File: config.mk
export PLATFORM = sky130hd
export DESIGN_NAME = ps2_key_decoder
export DESIGN_NICKNAME = d
export VERILOG_FILES = /design/src/rtl/ps2_key_decoder.sv
export SDC_FILE = /design/constraint.sdc
export NUM_CORES = 1
export LEC_CHECK = 0
export ABC_AREA = 1
export CORE_AREA = 2 2 127 129
export DETAILED_ROUTE_END_ITERATION = 10
export DIE_AREA = 0 0 129 131
export PLACE_DENSITY = 0.45
export SLEW_MARGIN = 40
export SYNTH_ARGS = -nofsm -noshare
export SYNTH_HDL_FRONTEND = slang
export SYNTH_SLANG_ARGS = --single-unit
File: constraint.sdc
create_clock -name clk -period 1.8 [get_ports clk]
set_input_delay 0.27 -clock clk [delete_from_list [all_inputs] [get_ports clk]]
set_output_delay 0.27 -clock clk [all_outputs]
set_load 0.03 [all_outputs]
File: src/rtl/ps2_key_decoder.sv
`default_nettype none
// ============================================================================
// Module   : ps2_key_decoder
// Purpose  : Turns the PS/2 receiver byte stream into key events. It handles
//            E0/F0 prefixes, make/break and typematic repeat. It tracks the
//            Shift, Ctrl and CapsLock state, maps the key to ASCII and counts
//            distinct non-modifier presses.
// Ports    : clk          system clock (posedge)
//            clr          asynchronous reset, active low
//            code         scan-code byte from the receiver
//            code_valid   one-cycle strobe qualifying code
//            key_code     scan code of the last event (prefixes stripped)
//            key_ext      last event carried an E0 prefix
//            key_down     a non-modifier key is currently held
//            key_repeat   last event was a typematic repeat
//            event_valid  one-cycle pulse when the key_* / ascii outputs update
//            ascii        ASCII of key_code, 0x00 if unmapped or extended
//            press_count  distinct non-modifier presses, wraps at 2^CNT_W
//            shift, ctrl, caps  modifier state
// Revision : 1.0  initial release
// ============================================================================
module ps2_key_decoder #(
  parameter int CNT_W   = 8,
  parameter int TIMEOUT = 1_000_000
) (
  input  logic             clk,
  input  logic             clr,
  input  logic [7:0]       code,
  input  logic             code_valid,
  output logic [7:0]       key_code,
  output logic             key_ext,
  output logic             key_down,
  output logic             key_repeat,
  output logic             event_valid,
  output logic [7:0]       ascii,
  output logic [CNT_W-1:0] press_count,
  output logic             shift,
  output logic             ctrl,
  output logic             caps
);

  localparam int TOUT_W = $clog2(TIMEOUT + 1);

  // Bit 0 = E0 seen, bit 1 = F0 seen.
  localparam logic [1:0] ST_IDLE    = 2'b00;
  localparam logic [1:0] ST_EXT     = 2'b01;
  localparam logic [1:0] ST_BRK     = 2'b10;
  localparam logic [1:0] ST_EXT_BRK = 2'b11;

  localparam logic [7:0] C_E0 = 8'hE0;
  localparam logic [7:0] C_F0 = 8'hF0;

  logic [1:0]        r_state;
  logic [TOUT_W-1:0] r_tcnt;
  logic              r_held_vld;
  logic [8:0]        r_held;      // {ext, code} of the held key
  logic              r_caps_held; // suppresses Caps toggling on typematic repeat

  logic       w_ext;
  logic       w_brk;
  logic       w_is_shift;
  logic       w_is_ctrl;
  logic       w_is_caps;
  logic [8:0] w_key;
  logic       w_match;
  logic [7:0] w_ascii;

  // Letters return upper/lower case. Digits, space and enter do not depend on
  // the case selector.
  function automatic logic [7:0] f_ascii(input logic [7:0] sc, input logic upper);
    logic [7:0] lc;
    logic [7:0] other;
    lc    = 8'h00;
    other = 8'h00;
    case (sc)
      8'h1C: lc = "a";  8'h32: lc = "b";  8'h21: lc = "c";  8'h23: lc = "d";
      8'h24: lc = "e";  8'h2B: lc = "f";  8'h34: lc = "g";  8'h33: lc = "h";
      8'h43: lc = "i";  8'h3B: lc = "j";  8'h42: lc = "k";  8'h4B: lc = "l";
      8'h3A: lc = "m";  8'h31: lc = "n";  8'h44: lc = "o";  8'h4D: lc = "p";
      8'h15: lc = "q";  8'h2D: lc = "r";  8'h1B: lc = "s";  8'h2C: lc = "t";
      8'h3C: lc = "u";  8'h2A: lc = "v";  8'h1D: lc = "w";  8'h22: lc = "x";
      8'h35: lc = "y";  8'h1A: lc = "z";
      8'h45: other = "0"; 8'h16: other = "1"; 8'h1E: other = "2";
      8'h26: other = "3"; 8'h25: other = "4"; 8'h2E: other = "5";
      8'h36: other = "6"; 8'h3D: other = "7"; 8'h3E: other = "8";
      8'h46: other = "9";
      8'h29: other = 8'h20;
      8'h5A: other = 8'h0D;
      default: begin
        lc    = 8'h00;
        other = 8'h00;
      end
    endcase
    if (lc != 8'h00) begin
      return upper ? (lc - 8'h20) : lc;
    end
    return other;
  endfunction

  assign w_ext      = r_state[0];
  assign w_brk      = r_state[1];
  assign w_is_shift = !w_ext && ((code == 8'h12) || (code == 8'h59));
  assign w_is_ctrl  = (code == 8'h14);
  assign w_is_caps  = !w_ext && (code == 8'h58);
  assign w_key      = {w_ext, code};
  assign w_match    = r_held_vld && (r_held == w_key);
  // Uses the modifier state from before this byte.
  assign w_ascii    = w_ext ? 8'h00 : f_ascii(code, shift ^ caps);

  always_ff @(posedge clk or negedge clr) begin
    if (!clr) begin
      r_state     <= ST_IDLE;
      r_tcnt      <= '0;
      r_held_vld  <= 1'b0;
      r_held      <= '0;
      r_caps_held <= 1'b0;
      key_code    <= '0;
      key_ext     <= 1'b0;
      key_down    <= 1'b0;
      key_repeat  <= 1'b0;
      event_valid <= 1'b0;
      ascii       <= '0;
      press_count <= '0;
      shift       <= 1'b0;
      ctrl        <= 1'b0;
      caps        <= 1'b0;
    end else begin
      event_valid <= 1'b0;
      if (code_valid) begin
        r_tcnt <= '0;
        if (code == C_E0) begin
          r_state <= w_brk ? ST_EXT_BRK : ST_EXT;
        end else if (code == C_F0) begin
          r_state <= w_ext ? ST_EXT_BRK : ST_BRK;
        end else begin
          r_state <= ST_IDLE;
          if (w_is_shift) begin
            shift <= !w_brk;
          end else if (w_is_ctrl) begin
            ctrl <= !w_brk;
          end else if (w_is_caps) begin
            if (w_brk) begin
              r_caps_held <= 1'b0;
            end else begin
              if (!r_caps_held) begin
                caps <= !caps;
              end
              r_caps_held <= 1'b1;
            end
          end else begin
            event_valid <= 1'b1;
            key_code    <= code;
            key_ext     <= w_ext;
            ascii       <= w_ascii;
            if (!w_brk) begin
              if (w_match) begin
                key_repeat <= 1'b1;
              end else begin
                key_repeat  <= 1'b0;
                key_down    <= 1'b1;
                r_held      <= w_key;
                r_held_vld  <= 1'b1;
                press_count <= press_count + 1'b1;
              end
            end else begin
              key_repeat <= 1'b0;
              // A break for a key other than the held one leaves key_down alone.
              if (w_match) begin
                key_down   <= 1'b0;
                r_held_vld <= 1'b0;
              end
            end
          end
        end
      end else if (r_state != ST_IDLE) begin
        // Abandon a dangling prefix so a lost byte cannot corrupt the next key.
        if (r_tcnt == TOUT_W'(TIMEOUT - 1)) begin
          r_state <= ST_IDLE;
          r_tcnt  <= '0;
        end else begin
          r_tcnt <= r_tcnt + 1'b1;
        end
      end
    end
  end

endmodule
`default_nettype wire

# Word level (Yosys, flattened, before mapping)
# Cells that the tools add are included.
[op_classes]
n_addsub = 3
eq_ne = 48
muxes = 29
bitwise = 9
n_reduce_logical = 19
[op_table]
columns = ["cell", "count"]
rows = [
  ["8-bit by 6-bit == test with 1-bit output (second input constant)", 23],
  ["7-bit case mux with 26 select lines", 1],
  ["8-bit by 7-bit == test with 1-bit output (second input constant)", 10],
  ["8-bit by 5-bit == test with 1-bit output (second input constant)", 9],
  ["6-bit case mux with 12 select lines", 1],
  ["20-bit 2-to-1 mux", 3],
  ["8-bit 2-to-1 mux", 4],
  ["8-bit AND reduction", 3],
  ["20-bit by 1-bit adder with 20-bit output (second input constant)", 1],
  ["20-bit == test (second input constant)", 1],
  ["8-bit == test (second input constant)", 2],
  ["1-bit 2-to-1 mux", 14],
  ["2-bit 2-to-1 mux", 6],
  ["6-bit AND reduction", 2],
  ["9-bit == test", 1],
  ["8-bit by 1-bit adder with 8-bit output (second input constant)", 1],
  ["1-bit NOT", 8],
  ["8-bit nonzero test", 1],
  ["8-bit by 6-bit subtractor with 8-bit output (second input constant)", 1],
  ["2-bit nonzero test", 3],
  ["5-bit AND reduction", 1],
  ["4-bit AND reduction", 1],
  ["1-bit logical AND", 3],
  ["1-bit logical NOT", 3],
  ["5 further kinds", 5],
]
[word_totals]
register_bits = 63
input_bits = 11
output_inout_bits = 31

# Logic depth before layout (Yosys ltp)
[logic_depth]
word_depth = 8
mapped_depth = 15
mapped_depth_nobuf = 14

# Worst setup path before layout
# No wires, ideal clock.
[synth_timing]
kind = "input -> register"
startpoint = "in code[5]"
endpoint = "reg ascii[5]"
setup_time_ns = 0.117
arrival_time_ns = 1.638
t_required_ns = 1.683
path_slack_ns = 0.044
stages = 14
n_path_buf = 0
path_cell_list = "inv_1 -> nand2_1 -> nor2_2 -> nand2_1 -> nand2_1 -> nor2_1 -> nand2_1 -> nor2_4 -> nand2_4 -> inv_1 -> ha_1 -> nand2_1 -> nand3_1 -> nand2_1"
[synth_between]
elab_chain_cells = 7
word_cells_on_any_way = 62
cone_classes = "1 x add/sub; 44 x eq/ne; 7 x mux; 5 x bitwise; 5 x reduce/logical"
[synth_lines]
columns = ["item", "line_no", "text"]
rows = [
  ["start, declared", "28", "input logic [7:0] code,"],
  ["8-bit by 5-bit == test with 1-bit output (tied with other cells)", "75", "case (sc)"],
  ["7-bit case mux with 26 select lines", "75", ""],
  ["8-bit by 6-bit subtractor with 8-bit output", "95", "return upper ? (lc - 8'h20) : lc;"],
  ["8-bit 2-to-1 mux", "95", ""],
  ["8-bit 2-to-1 mux", "94", "if (lc != 8'h00) begin"],
  ["8-bit 2-to-1 mux", "97", "return other;"],
  ["8-bit 2-to-1 mux", "108", "assign w_ascii = w_ext ? 8'h00 : f_ascii(code, shift ^ caps);"],
  ["end signal, assigned", "154", "ascii <= w_ascii;"],
  ["end, declared", "35", "output logic [7:0] ascii,"],
]
# Several ways; a longest one is shown, not always the timed one. The select of a mux whose other input is x is not followed.
# A chain may end at the register's enable or synchronous reset.

==> results.sh <==
export IMPL_status="finished, final reports clean"
export IMPL_netlist_area_leader_share=0.411
export IMPL_power_density_mw_per_mm2=841
export IMPL_multiInputGateArea_mm2=0.00216
export IMPL_grt_max_degree=64
export IMPL_drtIter0Drc=182
export IMPL_drive_gt1_frac=0.263
export IMPL_syn_area_per_cell_um2=7.14
export IMPL_rsz0062_at_grt="yes"
export IMPL_slew_headroom=0.740
export IMPL_ys_types=35
export IMPL_synth_area_mm2=0.00384
export IMPL_power_total_w=0.00479
export IMPL_worst_path_stages=2
export IMPL_finalHoldViolations=0
export IMPL_fin_skew_ps=3.72
export IMPL_synthAdderAreaFrac=0.0196
export IMPL_synth_compound_area_frac=0.0799
export IMPL_io_pins=42
export IMPL_synth_mux_area_frac=0.00293
export IMPL_coreArea_mm2=0.0156
export IMPL_cp_end_kind="primary output"
export IMPL_gp_congestion=0.863
export IMPL_ant_nets=0
export IMPL_peakVddDrop_uv=478
export IMPL_async_flop_share=1.00
export IMPL_worstSkewPairLatency_ps=330
export IMPL_detail_route_wirelength_um=11200
export IMPL_critPathBufInv=2
export IMPL_clk_pin_slew_ps=50
export IMPL_ys_flop_type="dfrtp_1"
export IMPL_hpwlAfterDp_um=8270
export IMPL_endpoint="key_down"
export IMPL_critPathSlowestCell="clkdlybuf4s50_1"
export IMPL_num_vias=3903
export IMPL_synth_area_leaders="dfrtp_1 (41%), nand2_1 (18%), nor2_1 (6.8%)"
export IMPL_reg2reg_depth=8
export IMPL_r2r_slack_ps=100
export IMPL_p_leak_nw=2.91
export IMPL_areaGrowthSynthToFinish_pct=48.4
export IMPL_cts_sinks=63
export IMPL_synth_top_family_by_area="simple AND/OR/NAND/NOR gates"
export IMPL_fill_cells=1675
export IMPL_dieArea_mm2=0.0169
export IMPL_drtPass1Iterations=4
export IMPL_cts_tree="yes"
export IMPL_tightest_slew_ps=389
export IMPL_setup_worst_path_start="r_held_vld"
export IMPL_cp_arrival_ps=1480
export IMPL_post_drt_wl_per_cell_um=12.5
export IMPL_synth_edf_count=0
export IMPL_track_usage=0.140
export IMPL_cpLargestDelayFamily="buffers and inverters"
export IMPL_fp_row_count=46
export IMPL_hp_class="input pin to flop"
export IMPL_maxCapViolations=0
export IMPL_final_max_slew_viol_count=0
export IMPL_yosys_warnings=0
export IMPL_crit_path_cell_trace="buf_4, clkdlybuf4s50_1"
export IMPL_grt_pass1_wl_um=18700
export IMPL_ctsRootBufferMaster="clkbuf_16"
export IMPL_cts_buffer_depth=2
export IMPL_die_h_um=131
export IMPL_start_kind="flop"
export IMPL_fin_crit_ps=1750
export IMPL_drc=0
export IMPL_regArea_mm2=0.00158
export IMPL_avgViaCountPerCell=4.34
export IMPL_setup_viol=0
export IMPL_r2r_end="r_held[4]"
export IMPL_critPathMaxStageDelay_ps=660
export IMPL_synth_largest_area_cell="dfrtp_1"
export IMPL_nets=696
export IMPL_timing_fmax_ghz=0.572
export IMPL_start_util=0.246
export IMPL_port_buffers=41
export IMPL_grt_overflow_total=0
export IMPL_r2r_start="r_held[0]"
export IMPL_syn_nets=555
export IMPL_ys_ff_latch=63
export IMPL_antenna_found_initial=0
export IMPL_yosysMostFrequentCell="nand2_1"
export IMPL_critPathRequiredTime_ps=1530
export IMPL_synth_commonest_cells="nand2_1 (189), nor2_1 (70), dfrtp_1 (63)"
export IMPL_ys_seq_area_frac=0.411
export IMPL_num_antenna_cells=0
export IMPL_fin_hold_ws_ps=246
export IMPL_cts_buffers=9
export IMPL_synth_xor_area_share=0.0297
export IMPL_critical_path_peak_fanout=2
export IMPL_fin_crit_sh=0.971
export IMPL_postSynthCellCount=538
export IMPL_grt_pass1_vias=3840
export IMPL_critical_path_class="flop to primary output"
export IMPL_yosys_area_share_simple=0.387
export IMPL_dieWidth_um=129
export IMPL_cts_htree_levels=3
-- final cells by class --
cell class	instances	share of cell area
inverter	51	0.0336
tap	216	0.0475
multi-input combinational	417	0.379
sequential	63	0.277
clock inverter	2	0.0105
timing repair buffer	137	0.203
clock buffer	14	0.0499
-- routing by layer --
metal | up-vias | GRT usage | part of all wire
met5 | - | 0 | 0
met4 | 0 | 0.0428 | 0.013
met3 | 12 | 0.0318 | 0.023
met2 | 28 | 0.242 | 0.49
met1 | 1839 | 0.176 | 0.47
li1 | 2024 | - | -
-- power breakdown --
group	total, W	internal (W)	switching (W)
Combinational	0.00111	0.000463	0.000650
Sequential	0.00170	0.00156	0.000138
Clock	0.00198	0.00136	0.000614
Total	0.00479	0.00339	0.00140
-- cell families after synthesis --
group                    count (synthesis)
adder cells (fa/ha/maj)                  6
multiplexers                             1
AND/OR/NAND/NOR                        336
XOR/XNOR                                13
flip-flops                              63
buffers and inverters                   61
AO/OA/AOI/OAI                           58
-- how the worst min path moves through the flow --
stage | start | endpoint | depth (start not counted)
floorplan | clr | ascii[0] | 0
global placement | clr | press_count[2] | 2
detailed placement | clr | press_count[2] | 2
CTS | code[4] | r_held[4] | 3
global route | code[3] | r_held[3] | 3
finish | code[2] | r_held[2] | 3
-- registers in the layout, indices dropped and copies added (netlist names) --
register,flops
ascii,8
caps,1
ctrl,1
event_valid,1
key_code,8
key_ext,1
key_repeat,1
press_count,8
r_caps_held,1
r_held,9
r_held_vld,1
r_state,2
r_tcnt,20
shift,1
-- per-stage QoR --
step                TNS, ps   util  cells  instance area, um2  setup WS (ps)
floorplan                 0      -    538                3840           44.5
global placement     -22770  0.329    875                5140           -722
detailed placement   -23300  0.329    875                5140           -685
CTS                       0  0.359    895                5590           10.2
global route          -28.2  0.365    900                5700          -28.2
finish                    0  0.365    900                5700           52.7
-- layout by cell type (no fill, tap or decap), drive strengths merged --
cell             n
a21oi           14
clkdlybuf4s50   31
dfrtp           63
nand3           31
dlygate4sd2      2
dlygate4sd3      1
nand3b           3
dlymetal6s2s     1
buf             96
clkinv           1
nand4           13
clkbuf          17
o21bai           1
nor3            12
o21ai           39
inv             50
xnor2            3
xor2            10
and2             1
nor4             3
nor2            80
clkdlybuf4s15    3
o22ai            2
nand2          196
ha               6
mux2             1
a221oi           2
bufinv           2
-- worst min-delay path: stages --
cell      delay (ps)
clkbuf_2         130
nand2_1           80
o21ai_1           50
-- what timing repair did --
item | CTS | global route
gates cloned | 1 | 2
hold endpoints to repair | 63 | 0
pin swaps | 8 | 9
buffers inserted | 2 | 3
endpoints found under the setup margin | 38 | 51
resized for setup | 37 | 33
hold buffers | 1 | 0
Power figures use the tool's default switching activity.
